--- src/rtl/mos6502_pkg.sv ---
// Shared encodings for the 6502 addressing-mode sequencer: mode codes, sequencer
// states, default zero-page location and operand-byte counts.
package mos6502_pkg;

  localparam logic [3:0] MODE_IMM   = 4'd0;
  localparam logic [3:0] MODE_ZP    = 4'd1;
  localparam logic [3:0] MODE_ZPX   = 4'd2;
  localparam logic [3:0] MODE_ZPY   = 4'd3;
  localparam logic [3:0] MODE_ABS   = 4'd4;
  localparam logic [3:0] MODE_ABSX  = 4'd5;
  localparam logic [3:0] MODE_ABSY  = 4'd6;
  localparam logic [3:0] MODE_INDX  = 4'd7;
  localparam logic [3:0] MODE_INDY  = 4'd8;
  localparam logic [3:0] MODE_ZPIND = 4'd9;
  localparam logic [3:0] MODE_IMPL  = 4'd10;

  typedef enum logic [2:0] {
    ST_IDLE,
    ST_OP0,
    ST_OP1,
    ST_IDX,
    ST_PTRL,
    ST_PTRH,
    ST_FIX,
    ST_DONE
  } seq_state_e;

  localparam logic [7:0] ZP_PAGE_DEFAULT = 8'h00;

  localparam logic [1:0] PC_ADV_NONE = 2'd0;
  localparam logic [1:0] PC_ADV_ONE  = 2'd1;
  localparam logic [1:0] PC_ADV_TWO  = 2'd2;

  // Operand bytes consumed; expects a mode already folded (unknown codes -> IMPL).
  function automatic logic [1:0] pc_adv_of(input logic [3:0] m);
    case (m)
      MODE_IMM, MODE_ZP, MODE_ZPX, MODE_ZPY,
      MODE_INDX, MODE_INDY, MODE_ZPIND:      pc_adv_of = PC_ADV_ONE;
      MODE_ABS, MODE_ABSX, MODE_ABSY:        pc_adv_of = PC_ADV_TWO;
      default:                               pc_adv_of = PC_ADV_NONE;
    endcase
  endfunction

endpackage

--- src/rtl/mos_page_adder.sv ---
// 8-bit base + index adder producing the in-page sum and the page-crossing carry.
module mos_page_adder (
  input  logic [7:0] base_i,
  input  logic [7:0] index_i,
  output logic [7:0] sum_o,
  output logic       carry_o
);

  assign {carry_o, sum_o} = {1'b0, base_i} + {1'b0, index_i};

endmodule

--- src/rtl/mos_addr_seq.sv ---
// 6502 addressing-mode sequencer: walks operand/pointer/index/page-fix cycles and
// emits the effective address. Define MOS_AGU_ZPIND_EN to enable the 65C02 (zp) mode.
module mos_addr_seq
  import mos6502_pkg::*;
#(
  parameter logic [7:0] ZP_PAGE   = ZP_PAGE_DEFAULT,
  parameter bit         STORE_FIX = 1'b1
) (
  input  logic        clk,
  input  logic        reset,
  input  logic        start_i,
  input  logic [3:0]  mode_i,
  input  logic [7:0]  index_i,
  input  logic        is_store_i,
  input  logic [15:0] pc_in_i,
  input  logic [7:0]  di_i,
  input  logic        rdy_i,
  output logic [15:0] ab_o,
  output logic        dummy_o,
  output logic        busy_o,
  output logic [15:0] ea_o,
  output logic        ea_valid_o,
  output logic [1:0]  pc_adv_o
);

`ifdef MOS_AGU_ZPIND_EN
  localparam bit ZPIND_EN = 1'b1;
`else
  localparam bit ZPIND_EN = 1'b0;
`endif

  seq_state_e  state_q, state_d;
  logic [3:0]  mode_q, mode_d;
  logic [7:0]  idx_q, idx_d;
  logic        store_q, store_d;
  logic [15:0] pc_q, pc_d;
  logic [7:0]  lo_q, lo_d;
  logic [7:0]  hi_q, hi_d;
  logic [7:0]  ptrl_q, ptrl_d;

  logic [3:0]  mode_eff;
  logic [7:0]  add_base;
  logic [7:0]  add_sum;
  logic        add_carry;
  logic        need_fix;

  // Unsupported codes collapse to IMPL at capture so later states see only legal modes.
  assign mode_eff = ((mode_i > MODE_IMPL) || ((mode_i == MODE_ZPIND) && !ZPIND_EN))
                    ? MODE_IMPL : mode_i;

  // In PTRH the low pointer byte is still in ptrl_q; everywhere else the base is lo_q.
  assign add_base = (state_q == ST_PTRH) ? ptrl_q : lo_q;
  assign need_fix = add_carry | (store_q & STORE_FIX);
  assign busy_o   = (state_q != ST_IDLE);

  mos_page_adder u_page_adder (
    .base_i  (add_base),
    .index_i (idx_q),
    .sum_o   (add_sum),
    .carry_o (add_carry)
  );

  always_comb begin
    state_d    = state_q;
    mode_d     = mode_q;
    idx_d      = idx_q;
    store_d    = store_q;
    pc_d       = pc_q;
    lo_d       = lo_q;
    hi_d       = hi_q;
    ptrl_d     = ptrl_q;
    ab_o       = 16'h0000;
    dummy_o    = 1'b0;
    ea_o       = 16'h0000;
    ea_valid_o = 1'b0;
    pc_adv_o   = PC_ADV_NONE;

    case (state_q)
      ST_IDLE: begin
        ab_o = pc_in_i;
        if (start_i) begin
          mode_d  = mode_eff;
          idx_d   = index_i;
          store_d = is_store_i;
          pc_d    = pc_in_i;
          state_d = ((mode_eff == MODE_IMM) || (mode_eff == MODE_IMPL)) ? ST_DONE : ST_OP0;
        end
      end
      ST_OP0: begin
        ab_o = pc_q;
        if (rdy_i) begin
          lo_d = di_i;
          case (mode_q)
            MODE_ZP:                         state_d = ST_DONE;
            MODE_ZPX, MODE_ZPY, MODE_INDX:   state_d = ST_IDX;
            MODE_ABS, MODE_ABSX, MODE_ABSY:  state_d = ST_OP1;
            default:                         state_d = ST_PTRL;
          endcase
        end
      end
      ST_OP1: begin
        ab_o = pc_q + 16'd1;
        if (rdy_i) begin
          hi_d    = di_i;
          state_d = ((mode_q != MODE_ABS) && need_fix) ? ST_FIX : ST_DONE;
        end
      end
      ST_IDX: begin
        ab_o    = {ZP_PAGE, lo_q};
        dummy_o = 1'b1;
        if (rdy_i) begin
          lo_d    = add_sum;
          state_d = (mode_q == MODE_INDX) ? ST_PTRL : ST_DONE;
        end
      end
      ST_PTRL: begin
        ab_o = {ZP_PAGE, lo_q};
        if (rdy_i) begin
          ptrl_d  = di_i;
          state_d = ST_PTRH;
        end
      end
      ST_PTRH: begin
        ab_o = {ZP_PAGE, lo_q + 8'd1};
        if (rdy_i) begin
          hi_d    = di_i;
          lo_d    = ptrl_q;
          state_d = ((mode_q == MODE_INDY) && need_fix) ? ST_FIX : ST_DONE;
        end
      end
      ST_FIX: begin
        ab_o    = {hi_q, add_sum};
        dummy_o = 1'b1;
        if (rdy_i) begin
          state_d = ST_DONE;
        end
      end
      ST_DONE: begin
        ea_valid_o = 1'b1;
        pc_adv_o   = pc_adv_of(mode_q);
        case (mode_q)
          MODE_IMM:                         ea_o = pc_q;
          MODE_ZP, MODE_ZPX, MODE_ZPY:      ea_o = {ZP_PAGE, lo_q};
          MODE_ABS, MODE_INDX, MODE_ZPIND:  ea_o = {hi_q, lo_q};
          MODE_ABSX, MODE_ABSY, MODE_INDY:  ea_o = {hi_q + {7'b0, add_carry}, add_sum};
          default:                          ea_o = 16'h0000;
        endcase
        ab_o    = ea_o;
        state_d = ST_IDLE;
      end
      default: state_d = ST_IDLE;
    endcase
  end

  always_ff @(posedge clk or posedge reset) begin
    if (reset) begin
      state_q <= ST_IDLE;
      mode_q  <= MODE_IMM;
      idx_q   <= 8'h00;
      store_q <= 1'b0;
      pc_q    <= 16'h0000;
      lo_q    <= 8'h00;
      hi_q    <= 8'h00;
      ptrl_q  <= 8'h00;
    end else begin
      state_q <= state_d;
      mode_q  <= mode_d;
      idx_q   <= idx_d;
      store_q <= store_d;
      pc_q    <= pc_d;
      lo_q    <= lo_d;
      hi_q    <= hi_d;
      ptrl_q  <= ptrl_d;
    end
  end

endmodule

--- config.mk ---
export PLATFORM = sky130hd
export DESIGN_NAME = mos_addr_seq
export DESIGN_NICKNAME = d
export VERILOG_FILES = /design/src/rtl/mos6502_pkg.sv /design/src/rtl/mos_page_adder.sv /design/src/rtl/mos_addr_seq.sv
export SDC_FILE = /design/constraint.sdc
export NUM_CORES = 1
export LEC_CHECK = 0
export CAP_MARGIN = 20
export CORE_ASPECT_RATIO = 0.75
export CORE_MARGIN = 2
export CORE_UTILIZATION = 59
export DETAILED_ROUTE_END_ITERATION = 8
export GPL_TIMING_DRIVEN = 0
export MAX_ROUTING_LAYER = met4
export PLACE_DENSITY = 0.93
export SKIP_LAST_GASP = 1
export SLEW_MARGIN = 20
export SYNTH_ARGS = -nofsm -noshare
export SYNTH_HDL_FRONTEND = slang
export SYNTH_SLANG_ARGS = --single-unit
--- constraint.sdc ---
create_clock -name clk -period 8.9 [get_ports clk]
set_input_delay 0.89 -clock clk [delete_from_list [all_inputs] [get_ports clk]]
set_output_delay 0.89 -clock clk [all_outputs]
set_load 0.05 [all_outputs]
==> impl_metrics.yaml <==
yosys:
  synth_compound_area_frac: 0.250
  synth-edff-count: 0
  synth_mux_area_frac: 0.0613
  synth_top_family_by_area: "compound AO/OA/AOI/OAI gates"
  yosysWarnings: 0
  ys_types: 72
  yosysSeqAreaShare: 0.296
  synth-seq-cells: 56
  syn_area_per_cell_um2: 7.80
  synth_flop_cell: "dfrtp_1"
  synthAdderAreaFrac: 0.0386
  async_flop_share: 1.00
  synthCells: 607
  synth_xor_area_frac: 0.0441
  syn_nets: 662
  synth_simple_gate_area_frac: 0.249
  syn_area_um2: 4740
sta:
  max_freq_mhz: 152
  tightestPinTransition_ns: 0.839
  maxSlewViolCount: 0
  setup_tns_ns: 0
  fin_crit_ns: 6.57
  hold_viol_final: 0
  relSlewSlack: 0.438
  setup_viol: 0
  post-route-period-util: 0.738
  fin_skew_ns: 0.0154
  rsz0062_at_grt: "no"
worst_setup_path:
  worst-path-buf-inv: 3
  r2r_start: "state_q[0]"
  crit_arrival_ns: 5.68
  max_stage_delay_ns: 0.71
  r2r_cells: 12
  critPathRequiredTime_ns: 8.01
  worst_path_max_delay_cell: "clkdlybuf4s50_1"
  worstSetupPathType: "register to primary output"
  start_kind: "register"
  r2r-end: "state_q[0]"
  cp_num_cells: 18
  crit_family: "buffers and inverters"
  cp_max_fo: 10
  end_kind: "primary output"
  rrSetupSlack_ns: 5.10
  path_cells: "buf_2 > nand2_1 > nor2_2 > clkbuf_1 > mux2_2 > ha_1 > fa_1 > nand3_1 > a21oi_1 > o41a_1 > ha_1 > and3_1 > and3_1 > nand3_1 > xor2_1 > o2bb2ai_2 > a211o_1 > clkdlybuf4s50_1"
floorplanning:
  die_h_um: 81.6
  io_pins: 78
  die-area_um2: 8770
  core_um2: 7850
  initial_core_util: 0.604
  rows: 28
  die_w_um: 107
min_path:
  min_to: "idx_q[5]"
  hold_depth: 2
  hp-start: "idx_q[5]"
  hold_path_class: "register to register"
placed_design:
  io_buffers: 77
  dpl.hpwl_um: 12900
  place_congestion: 0.993
global_routing:
  grt_max_degree: 57
  grt_pass1_wl_um: 26400
  grt_usage: 0.406
  grt_pass1_vias: 5030
  antenna_found_initial: 1
  gr-total-overflow: 0
job:
  cap_violations: 0
layout:
  nNetsFinal: 746
  area_growth_pct: 21.2
  drive_gt1_frac: 0.121
detailed_routing:
  drtPass1Iterations: 9
  route.vias.total: 5328
  vias_per_cell: 6.68
  ant_nets: 0
  drc_errors: 0
  wl_um: 17300
  routedWlPerCell_um: 21.7
  drtIter0Drc: 730
clock_tree:
  clockBufferDepth: 2
  tritoncts.num_buffers: 5
  cts.sinks: 56
  cts_hold_buf: 0
  cts-resized-gates: 0
  ctsHtreeMaxLevel: 2
  cts-root-buf: "clkbuf_8"
  postCtsSetupRepairBufs: 0
  tritoncts: "yes"
  clk_pin_slew_ns: 0.13
  worstSkewPairLatency_ns: 0.34
status:
  outcome: "finished clean"
## worst max path at each step
stage | to | start
final | ab_o[15] | state_q[0]
after global routing | ab_o[15] | state_q[0]
after CTS | ab_o[15] | state_q[0]
after detailed placement | ab_o[15] | state_q[0]
after global placement | ab_o[15] | state_q[0]
after floorplan | ab_o[10] | state_q[0]
## layout by cell type (no fill, tap or decap), types with 5 or more instances in the layout
cell	instances
a22oi_1	16
mux2_2	24
nand2_1	132
dfrtp_1	56
nand3_1	18
xor2_1	11
buf_2	23
inv_1	17
xnor2_1	11
nand4_1	7
clkbuf_1	14
o21ai_1	6
ha_1	13
nor3_1	8
clkbuf_8	5
and3_1	9
o22a_1	6
a21oi_1	37
o21ai_0	30
a31oi_1	12
nand2b_1	6
clkdlybuf4s50_1	77
nor2_1	53
## flip-flops by register name, indices dropped and copies added, names as in the netlist
register	count
ptrl_q	8
mode_q	4
state_q	3
pc_q	16
lo_q	8
store_q	1
hi_q	8
idx_q	8
## area by class of cell
cell class | count | area, µm²
clock buffer | 5 | 68.8
sequential | 56 | 1400
tap | 105 | 131
timing repair buffer | 77 | 771
buffer | 43 | 224
clock inverter | 3 | 27.5
multi-input combinational | 490 | 3040
antenna | 1 | 2.50
inverter | 18 | 70.1
fill | 645 | 2110
## layer usage
layer | vias up | share of wire | GRT usage
li1 | 2343 | - | -
met1 | 2497 | 0.41 | 0.552
met2 | 413 | 0.44 | 0.608
met3 | 75 | 0.13 | 0.0873
met4 | 0 | 0.029 | 0.135
met5 | - | 0 | -
## cells in the mapped netlist (all sizes together), types with 5 or more instances
cell / count / area [µm²]
and2: 6 / 40.0
a21oi: 37 / 185
dfrtp: 56 / 1400
o2bb2ai: 5 / 62.6
nand3: 18 / 90.1
inv: 18 / 67.6
nand2b: 6 / 37.5
o22a: 6 / 52.6
nand4: 7 / 43.8
buf: 29 / 171
o21ai: 37 / 189
mux2: 24 / 270
nand2: 133 / 502
nor2: 55 / 211
xnor2: 12 / 113
nor3: 10 / 66.3
a31oi: 12 / 75.1
and3: 9 / 56.3
ha: 13 / 163
clkbuf: 14 / 52.6
xor2: 11 / 96.3
a22oi: 18 / 145
## worst reg2reg max path: cells and delay by family, from the launching register on
family,cells,cell delay [ns]
and+or+nand+nor,4,1.09
AOI/OAI and AO/OA,3,0.66
buffers and inverters,2,0.63
adders and majority gates,2,0.62
muxes,1,0.40
DFF,1,0.34
## stage by stage
stage | hold slack [ns] | instances | area (µm²) | util | worst slack, ns
2_1_floorplan | 0.439 | 607 | 4740 | - | 3.56
3_3_place_gp | 0.476 | 789 | 5640 | 0.719 | 3.00
3_5_place_dp | 0.483 | 789 | 5640 | 0.719 | 2.88
4_1_cts | 0.514 | 797 | 5740 | 0.731 | 2.47
5_1_grt | 0.535 | 798 | 5740 | 0.732 | 2.14
6_report | 0.513 | 798 | 5740 | 0.732 | 2.33
## cells by family (layout without fill, tap and decap cells)
| group | count (synthesis) | in the layout |
|---|---|---|
| buf+inv | 61 | 146 |
| simple gates | 260 | 260 |
| xor+xnor | 23 | 23 |
| other cells | 0 | 1 |
| fa+ha+maj | 14 | 14 |
| mux | 26 | 26 |
| compound gates | 167 | 167 |
| flops | 56 | 56 |
Power is left out: the tool's default activity adds up to more than one toggle a clock period on the data nets, which glitch-free logic cannot reach.
